===== config.mk =====
export PLATFORM = sky130hd
export DESIGN_NAME = gray_ptr_rx_flat
export DESIGN_NICKNAME = d
export VERILOG_FILES = /design/src/rtl/gray_ptr_rx_if.sv /design/src/rtl/gray_ptr_rx.sv /design/src/flat_wrapper.sv
export SDC_FILE = /design/constraint.sdc
export NUM_CORES = 1
export LEC_CHECK = 0
export CAP_MARGIN = 10
export CORE_UTILIZATION = 25
export CTS_BUF_LIST = sky130_fd_sc_hd__clkbuf_8
export DETAILED_ROUTE_END_ITERATION = 12
export PLACE_DENSITY = 0.47
export RECOVER_POWER = 100
export SETUP_SLACK_MARGIN = 0.5
export SYNTH_ARGS = -nofsm -noshare
export SYNTH_HDL_FRONTEND = slang
export SYNTH_SLANG_ARGS = --single-unit

===== constraint.sdc =====
create_clock -name clk -period 2.9 [get_ports clk]
set_input_delay 0.58 -clock clk [delete_from_list [all_inputs] [get_ports clk]]
set_output_delay 0.58 -clock clk [all_outputs]
set_load 0.01 [all_outputs]

===== src/rtl/gray_ptr_rx_if.sv =====
// Signal bundle between a Gray-pointer source and the receive-side resynchronizer.
// The master drives the foreign-domain pointer and error clear; the slave returns decoded status.
interface gray_ptr_rx_if #(
    parameter int WIDTH = 8
);
    logic [WIDTH-1:0] gray_in;
    logic             err_clr;
    logic [WIDTH-1:0] gray_sync;
    logic [WIDTH-1:0] bin;
    logic [WIDTH-1:0] delta;
    logic             step;
    logic             err;

    modport master (
        output gray_in, err_clr,
        input  gray_sync, bin, delta, step, err
    );

    modport slave (
        input  gray_in, err_clr,
        output gray_sync, bin, delta, step, err
    );
endinterface


===== src/rtl/gray_ptr_rx.sv =====
// Receive side of a Gray-coded FIFO pointer: resynchronizes into clk, decodes to binary,
// reports per-cycle advance and flags any multi-bit Gray transition as a sticky error.
module gray_ptr_rx #(
    parameter int WIDTH       = 8,
    parameter int SYNC_STAGES = 2
) (
    input  logic        clk,
    input  logic        rstn,
    gray_ptr_rx_if.slave bus
);

    generate
        if (SYNC_STAGES < 2) begin : g_bad_stages
            $error("gray_ptr_rx: SYNC_STAGES must be at least 2");
        end
        if (WIDTH < 2) begin : g_bad_width
            $error("gray_ptr_rx: WIDTH must be at least 2");
        end
    endgenerate

    logic [SYNC_STAGES-1:0][WIDTH-1:0] sync;
    logic [WIDTH-1:0]                  gs;
    logic [WIDTH-1:0]                  gray_d;
    logic [WIDTH-1:0]                  bin_nxt;
    logic [WIDTH-1:0]                  diff;
    logic                              multi;

    logic [WIDTH-1:0]                  bin_q;
    logic [WIDTH-1:0]                  delta_q;
    logic                              step_q;
    logic                              err_q;

    // Plain flop chain: gray_in only ever reaches a flop D input.
    always_ff @(posedge clk or negedge rstn) begin
        if (!rstn) begin
            sync <= '0;
        end else begin
            sync <= {sync[SYNC_STAGES-2:0], bus.gray_in};
        end
    end

    assign gs = sync[SYNC_STAGES-1];

    // Bit i of the binary value is the XOR of all Gray bits at or above i.
    always_comb begin
        bin_nxt = '0;
        for (int unsigned i = 0; i < WIDTH; i++) begin
            bin_nxt[i] = ^(gs >> i);
        end
    end

    // More than one bit flipped iff clearing the lowest set bit leaves something set.
    assign diff  = gs ^ gray_d;
    assign multi = |(diff & (diff - WIDTH'(1)));

    always_ff @(posedge clk or negedge rstn) begin
        if (!rstn) begin
            gray_d  <= '0;
            bin_q   <= '0;
            delta_q <= '0;
            step_q  <= 1'b0;
            err_q   <= 1'b0;
        end else begin
            gray_d  <= gs;
            bin_q   <= bin_nxt;
            delta_q <= bin_nxt - bin_q;
            step_q  <= |diff;
            if (multi) begin
                err_q <= 1'b1;
            end else if (bus.err_clr) begin
                err_q <= 1'b0;
            end
        end
    end

    assign bus.gray_sync = gs;
    assign bus.bin       = bin_q;
    assign bus.delta     = delta_q;
    assign bus.step      = step_q;
    assign bus.err       = err_q;

endmodule


===== src/flat_wrapper.sv =====
// flat-port wrapper written by rule: the top's interface ports become plain ports
module gray_ptr_rx_flat 
#(
    parameter int WIDTH       = 8,
    parameter int SYNC_STAGES = 2
)
  (clk, rstn, bus_gray_in, bus_err_clr, bus_gray_sync, bus_bin, bus_delta, bus_step, bus_err);
  gray_ptr_rx_if #(.WIDTH(WIDTH)) bus_i ();
  input  logic clk;
  input  logic rstn;
  input wire logic [$bits(bus_i.gray_in)-1:0] bus_gray_in;
  input wire logic [$bits(bus_i.err_clr)-1:0] bus_err_clr;
  output wire logic [$bits(bus_i.gray_sync)-1:0] bus_gray_sync;
  output wire logic [$bits(bus_i.bin)-1:0] bus_bin;
  output wire logic [$bits(bus_i.delta)-1:0] bus_delta;
  output wire logic [$bits(bus_i.step)-1:0] bus_step;
  output wire logic [$bits(bus_i.err)-1:0] bus_err;
  assign bus_i.gray_in = bus_gray_in;
  assign bus_i.err_clr = bus_err_clr;
  assign bus_gray_sync = bus_i.gray_sync;
  assign bus_bin = bus_i.bin;
  assign bus_delta = bus_i.delta;
  assign bus_step = bus_i.step;
  assign bus_err = bus_i.err;
  gray_ptr_rx #(.WIDTH(WIDTH), .SYNC_STAGES(SYNC_STAGES)) u_core (.clk(clk), .rstn(rstn), .bus(bus_i));
endmodule

* After elaboration in Yosys (flattened, before gate mapping)
Cells that the tools add are included.
Widths: inputs -> output; s select.
** Cells by class
- Add/subtract/negate cells :: 2
- Multipliers :: 0
- Divide/modulo/power cells :: 0
- Order comparisons :: 0
- Equal/unequal tests :: 0
- Shifts and indexed selects :: 0
- Muxes and demuxes :: 2
- Bitwise gates (word level) :: 2
- Reductions and logical operators :: 11
** Operators by type and width (number)
- $reduce_xor 8->1 :: 8
- $reduce_or 8->1 :: 2
- $and 8x8->8 :: 1
- $sub 8x1->8 const B :: 1
- $sub 8x8->8 :: 1
- $xor 8x8->8 :: 1
- $mux 1 :: 2
- $reduce_bool 2->1 :: 1
** Storage, ports and cells
- Flip-flop bits (word level) :: 42
- Latch bits :: 0
- Memory bits (writable) :: 0
- Bits in read-only memories :: 0
- Input bits :: 11
- Output and inout port bits :: 26
- Word-level logic and storage cells :: 24
- Memories :: 0

* Depth between registers and ports, before layout
Gate-level depths: netlist of run 1.
- Word-level depth :: 5
- Mapped depth :: 12
- Mapped depth without buffers :: 12

* Worst setup path after synthesis of run 1
OpenSTA, ideal clock, no wires.
- Path kind :: register to register
- Start point :: register u_core.sync (netlist bit u_core.bus.gray_sync[6])
- End point :: register u_core.delta_q[6] (netlist: u_core.bus.delta[6])
- Library setup time :: 0.126 ns
- Arrival time :: 2.754 ns
- Data required time :: 2.774 ns
- Path slack :: 0.020 ns
- Stages on the path, launching flop included :: 13
- Path buffers :: 0
- Period minus slack after synthesis :: 2.880 ns
- Cell sequence :: dfrtp_1 > xor2_2 > xnor2_2 > xnor2_2 > xor2_2 > xnor2_1 > ha_1 > fa_1 > nor2b_1 > o21ai_0 > a21boi_0 > mux2i_1 > nand2_1
** Between the ends
- Word-level cells in the longest chain between the ends :: 2
- Elaborated cells between the ends (all ways) :: 8
- Those cells by class :: add/sub: 1; reduce/logical: 7
** Ends and longest elaborated chain
- from (decl) :: RTL line gray_ptr_rx.sv:21 : logic [SYNC_STAGES-1:0][WIDTH-1:0] sync;
- from (signal assigned) :: RTL line gray_ptr_rx.sv:38 : sync <= {sync[SYNC_STAGES-2:0], bus.gray_in};
- $reduce_xor 8->1 :: RTL line gray_ptr_rx.sv:48 : bin_nxt[i] = ^(gs >> i);
- named net u_core.bin_nxt[6] :: RTL line gray_ptr_rx.sv:24 : logic [WIDTH-1:0] bin_nxt;
- $sub 8x8->8 :: RTL line gray_ptr_rx.sv:66 : delta_q <= bin_nxt - bin_q;
- to (signal assigned) :: RTL line gray_ptr_rx.sv:66
- to (decl) :: RTL line gray_ptr_rx.sv:29 : logic [WIDTH-1:0] delta_q;
The timed path passes the listed nets, and every way through them passes these cells.
A chain may end at the register's enable or synchronous reset.

* Worst setup path after layout of run 1
- Start point :: register u_core.sync (netlist bit u_core.bus.gray_sync[6])
- End point :: register u_core.delta_q[7] (netlist: u_core.bus.delta[7])
Same word-level chain as after synthesis.

==> results of run 1 <==
how the worst min path moves through the flow:
stage / start / end / slack (ns)
global placement: u_core.sync[6] / u_core.bus.gray_sync[6] / 0.33
CTS: u_core.sync[0] / u_core.bus.gray_sync[0] / 0.35
finish: u_core.sync[0] / u_core.bus.gray_sync[0] / 0.35
global route: u_core.sync[2] / u_core.bus.gray_sync[2] / 0.36
detailed placement: u_core.sync[0] / u_core.bus.gray_sync[0] / 0.34
floorplan: rstn / u_core.bus.bin[0] / 0.28
placed cells by master (no fill, tap or decap), types with 2 or more instances in the layout:
cell and instances:
clkinvlp_4 2, clkbuf_8 5, nand2_1 6, dlygate4sd3_1 34
nand3_1 2, clkbuf_1 8, inv_1 13, o21ai_0 2
buf_4 6, ha_1 6, xnor2_1 9, xor2_1 8
dfrtp_1 40, buf_6 2, xnor2_2 4, nor2_1 6
nor3_1 5
power by group:
| part | leakage, uW | internal, uW | switching [uW] |
|---|---|---|---|
| combinational | 0.000489 | 398 | 336 |
| clock | 0.0000416 | 166 | 190 |
| sequential | 0.000471 | 674 | 39.8 |
cell type report:
class                   instances  area (um2)  area share [%]
clock inverters                 3        18.8           0.818
flip-flops and latches         41        1030            44.8
multi-input cells              67         583            25.4
clock buffers                   5        68.8            3.00
well taps                      77        96.3            4.20
inverters                      12        45.0            1.96
repair buffers                 52         455            19.8
worst max-delay path: stages, from the launching register on:
cell	delay, ns
dfrtp_1	0.39
xor2_1	0.28
xnor2_2	0.18
xnor2_2	0.16
xor2_2	0.19
xnor2_1	0.14
ha_2	0.22
clkbuf_4	0.13
buf_6	0.09
nor2b_4	0.03
o2111ai_2	0.16
nand3_1	0.16
o41ai_2	0.29
xnor2_1	0.16
cells by family (layout without fill, tap and decap cells):
| kind of cell | count (synthesis) | in the layout | synth area share (%) |
|---|---|---|---|
| flops | 41 | 41 | 61.1 |
| simple gates | 25 | 25 | 6.78 |
| mux | 1 | 1 | 0.596 |
| fa+ha+maj | 9 | 9 | 7.00 |
| buf+inv | 21 | 72 | 6.70 |
| xor+xnor | 22 | 22 | 13.7 |
| compound gates | 10 | 10 | 4.17 |
stage by stage:
stage / power, uW / worst slack, ns / setup TNS, ns / utilization, %
global placement: 1360 / 0.121 / 0 / 32.6
detailed placement: 1380 / -0.0358 / -0.0358 / 32.6
global route: 1950 / 0.0766 / 0 / 35.7
floorplan: 1100 / 0.187 / 0 / -
CTS: 1800 / 0.243 / 0 / 35.1
finish: 1800 / 0.247 / 0 / 35.7
repair_timing:
item	4_1_cts	5_1_grt
endpoints found under the setup margin	5	4
pin swaps	4	6
resized for setup	4	10
endpoints found under the hold margin	0	0
buffers inserted	7	6
routing by layer:
layer / track usage (%) / vias up
li1: - / 502
met4: 2.82 / 0
met3: 3.46 / 2
met2: 16.0 / 29
met5: 0 / -
met1: 9.93 / 488
flip-flops by register name, summed over array words and instances (netlist names):
name                  cells
u_core.bus.err            1
u_core.bus.bin            8
u_core.gray_d             7
u_core.bus.delta          8
u_core.bus.step           1
u_core.bus.gray_sync      8
u_core.sync               8
==> results by group, run 1 <==
Status
  – Status: finished with violations
  – Failing checks: design-rule violations, max-capacitance violations, max-slew violations

Synthesis
  – Mapped Cells: 129
  – Mapped Avg Cell Area: 13.0 um2
  – Synthesis Warnings: 0
  – Net Count, Synth: 148
  – Largest area contributor in the netlist: dfrtp_1
  – Top post-synthesis cells by count: 41 x dfrtp_1, 12 x inv_1, 10 x xnor2_1
  – Post-synth EDFFs: 0
  – Yosys cell types: 26
  – Ys flop type: dfrtp_1
  – Synth top area cells: dfrtp_1 61%, ha_1 5.2%, xnor2_1 5.2%, buf_4 4.0%, xor2_1 3.6%
  – Async set-reset flop share out of synthesis: 100%
  – Register area share after synthesis: 61.1%
  – Most frequent cell after synthesis: dfrtp_1
  – Post-Syn Area: 0.00168 mm2
  – Post-synth top area share: 61.1%
  – Synth Register Bits: 41

STA
  – FMAX: 0.377 GHz
  – Slew @ Worst Pin: 2.09 ns
  – Slew Limit Fails: 42
  – Fin crit share: 91.5%
  – # setup viols final: 0
  – Slew margin rel.: -39.4%
  – Min Tclk post-route: 2.65 ns
  – Clock skew: 0.00440 ns
  – RSZ-0062 raised after global routing: yes
  – Fin Hold WS: 0.351 ns
  – Final hold viol count: 0

Cells and area
  – Fill cell count: 630
  – Fin cells: 257
  – Diode count: 0
  – Nets@finish: 198
  – Area grow syn2layout: 36.6%
  – Fin area: 0.00229 mm2
  – Share of cells above drive strength 1: 17.8%

Setup path
  – CP Class: register to register
  – WP data required: 3.11 ns
  – CP Capture Type: register
  – Worst R2R Start: u_core.bus.gray_sync[6]
  – R2R depth: 13
  – Crit path to: u_core.bus.delta[7]
  – Worst-path fanout max: 2
  – Crit path launch: u_core.bus.gray_sync[6]
  – Reg-to-reg endpoint: u_core.bus.delta[7]
  – R2R setup slack: 0.25 ns
  – Worst EP arrival: 2.87 ns
  – Crit path launch type: register

Floorplan
  – IO Pins: 37
  – Die footprint: 0.00705 mm2
  – Die height: 84.0 um
  – Die Width: 84.0 um
  – Core Rows: 29
  – Core Box Area: 0.00642 mm2
  – Initial Util: 26.2%

GRT
  – Global-route wire length before repair: 4970 um
  – Total Routing Usage GR: 9.04%
  – Gr ovfl total: 0
  – Initial antenna violation count: 0
  – Number of global-route vias before repair: 1,136
  – Largest net degree at the start of global routing: 42

Placement
  – Port Buffer Count: 36
  – DP Area: 0.00209 mm2
  – Post-DP HPWL: 2060 um
  – Cell count after placement: 236
  – Gpl congestion: 0.693

Routing
  – Max Used Layer: met4
  – Vias: 1,021
  – M1 WL: 1210 um
  – Post-DR vias/cell: 3.97
  – Met2 wire length: 1470 um
  – Antenna Nets Post-Route: 0
  – Drt first pass iters: 7
  – Avg WL per Cell: 11.1 um
  – Metal3 WL: 168 um
  – WL final: 2850 um
  – DRT iter0 DRCs: 16
  – DRC viols: 2

CTS
  – Num CTS Buffers: 5
  – H-tree depth: 2
  – CTS tree: built
  – Clk slew on worst S/H paths: 0.08 ns
  – CTS Sinks: 41
  – Longest Clk Path Bufs: 2
  – Clk_lat worst skew: 0.28 ns
  – Post-CTS Hold Fix Bufs: 0
  – CTS Root Cell: clkbuf_8

Worst hold path
  – Hold Crit Class: register to register
  – WHS Path Cells: 0

Power and ir drop
  – PwrDens: 786 mW/mm2
  – Leakage Power: 0.00100 uW
  – Worst VDD drop: 0.296 mV

Job
  – Maxcap violations: 1
Note: power is estimated with default switching activity, not from simulation.
==> run 2: changes to the inputs <==
--- a/config.mk
+++ b/config.mk
@@ -9,6 +9,7 @@
 export CORE_UTILIZATION = 25
 export CTS_BUF_LIST = sky130_fd_sc_hd__clkbuf_8
 export DETAILED_ROUTE_END_ITERATION = 12
+export GPL_TIMING_DRIVEN = 1
 export PLACE_DENSITY = 0.47
 export RECOVER_POWER = 100
 export SETUP_SLACK_MARGIN = 0.5
==> results of run 2 <==
Final layout, timing and power as in run 1 (identical DEF).
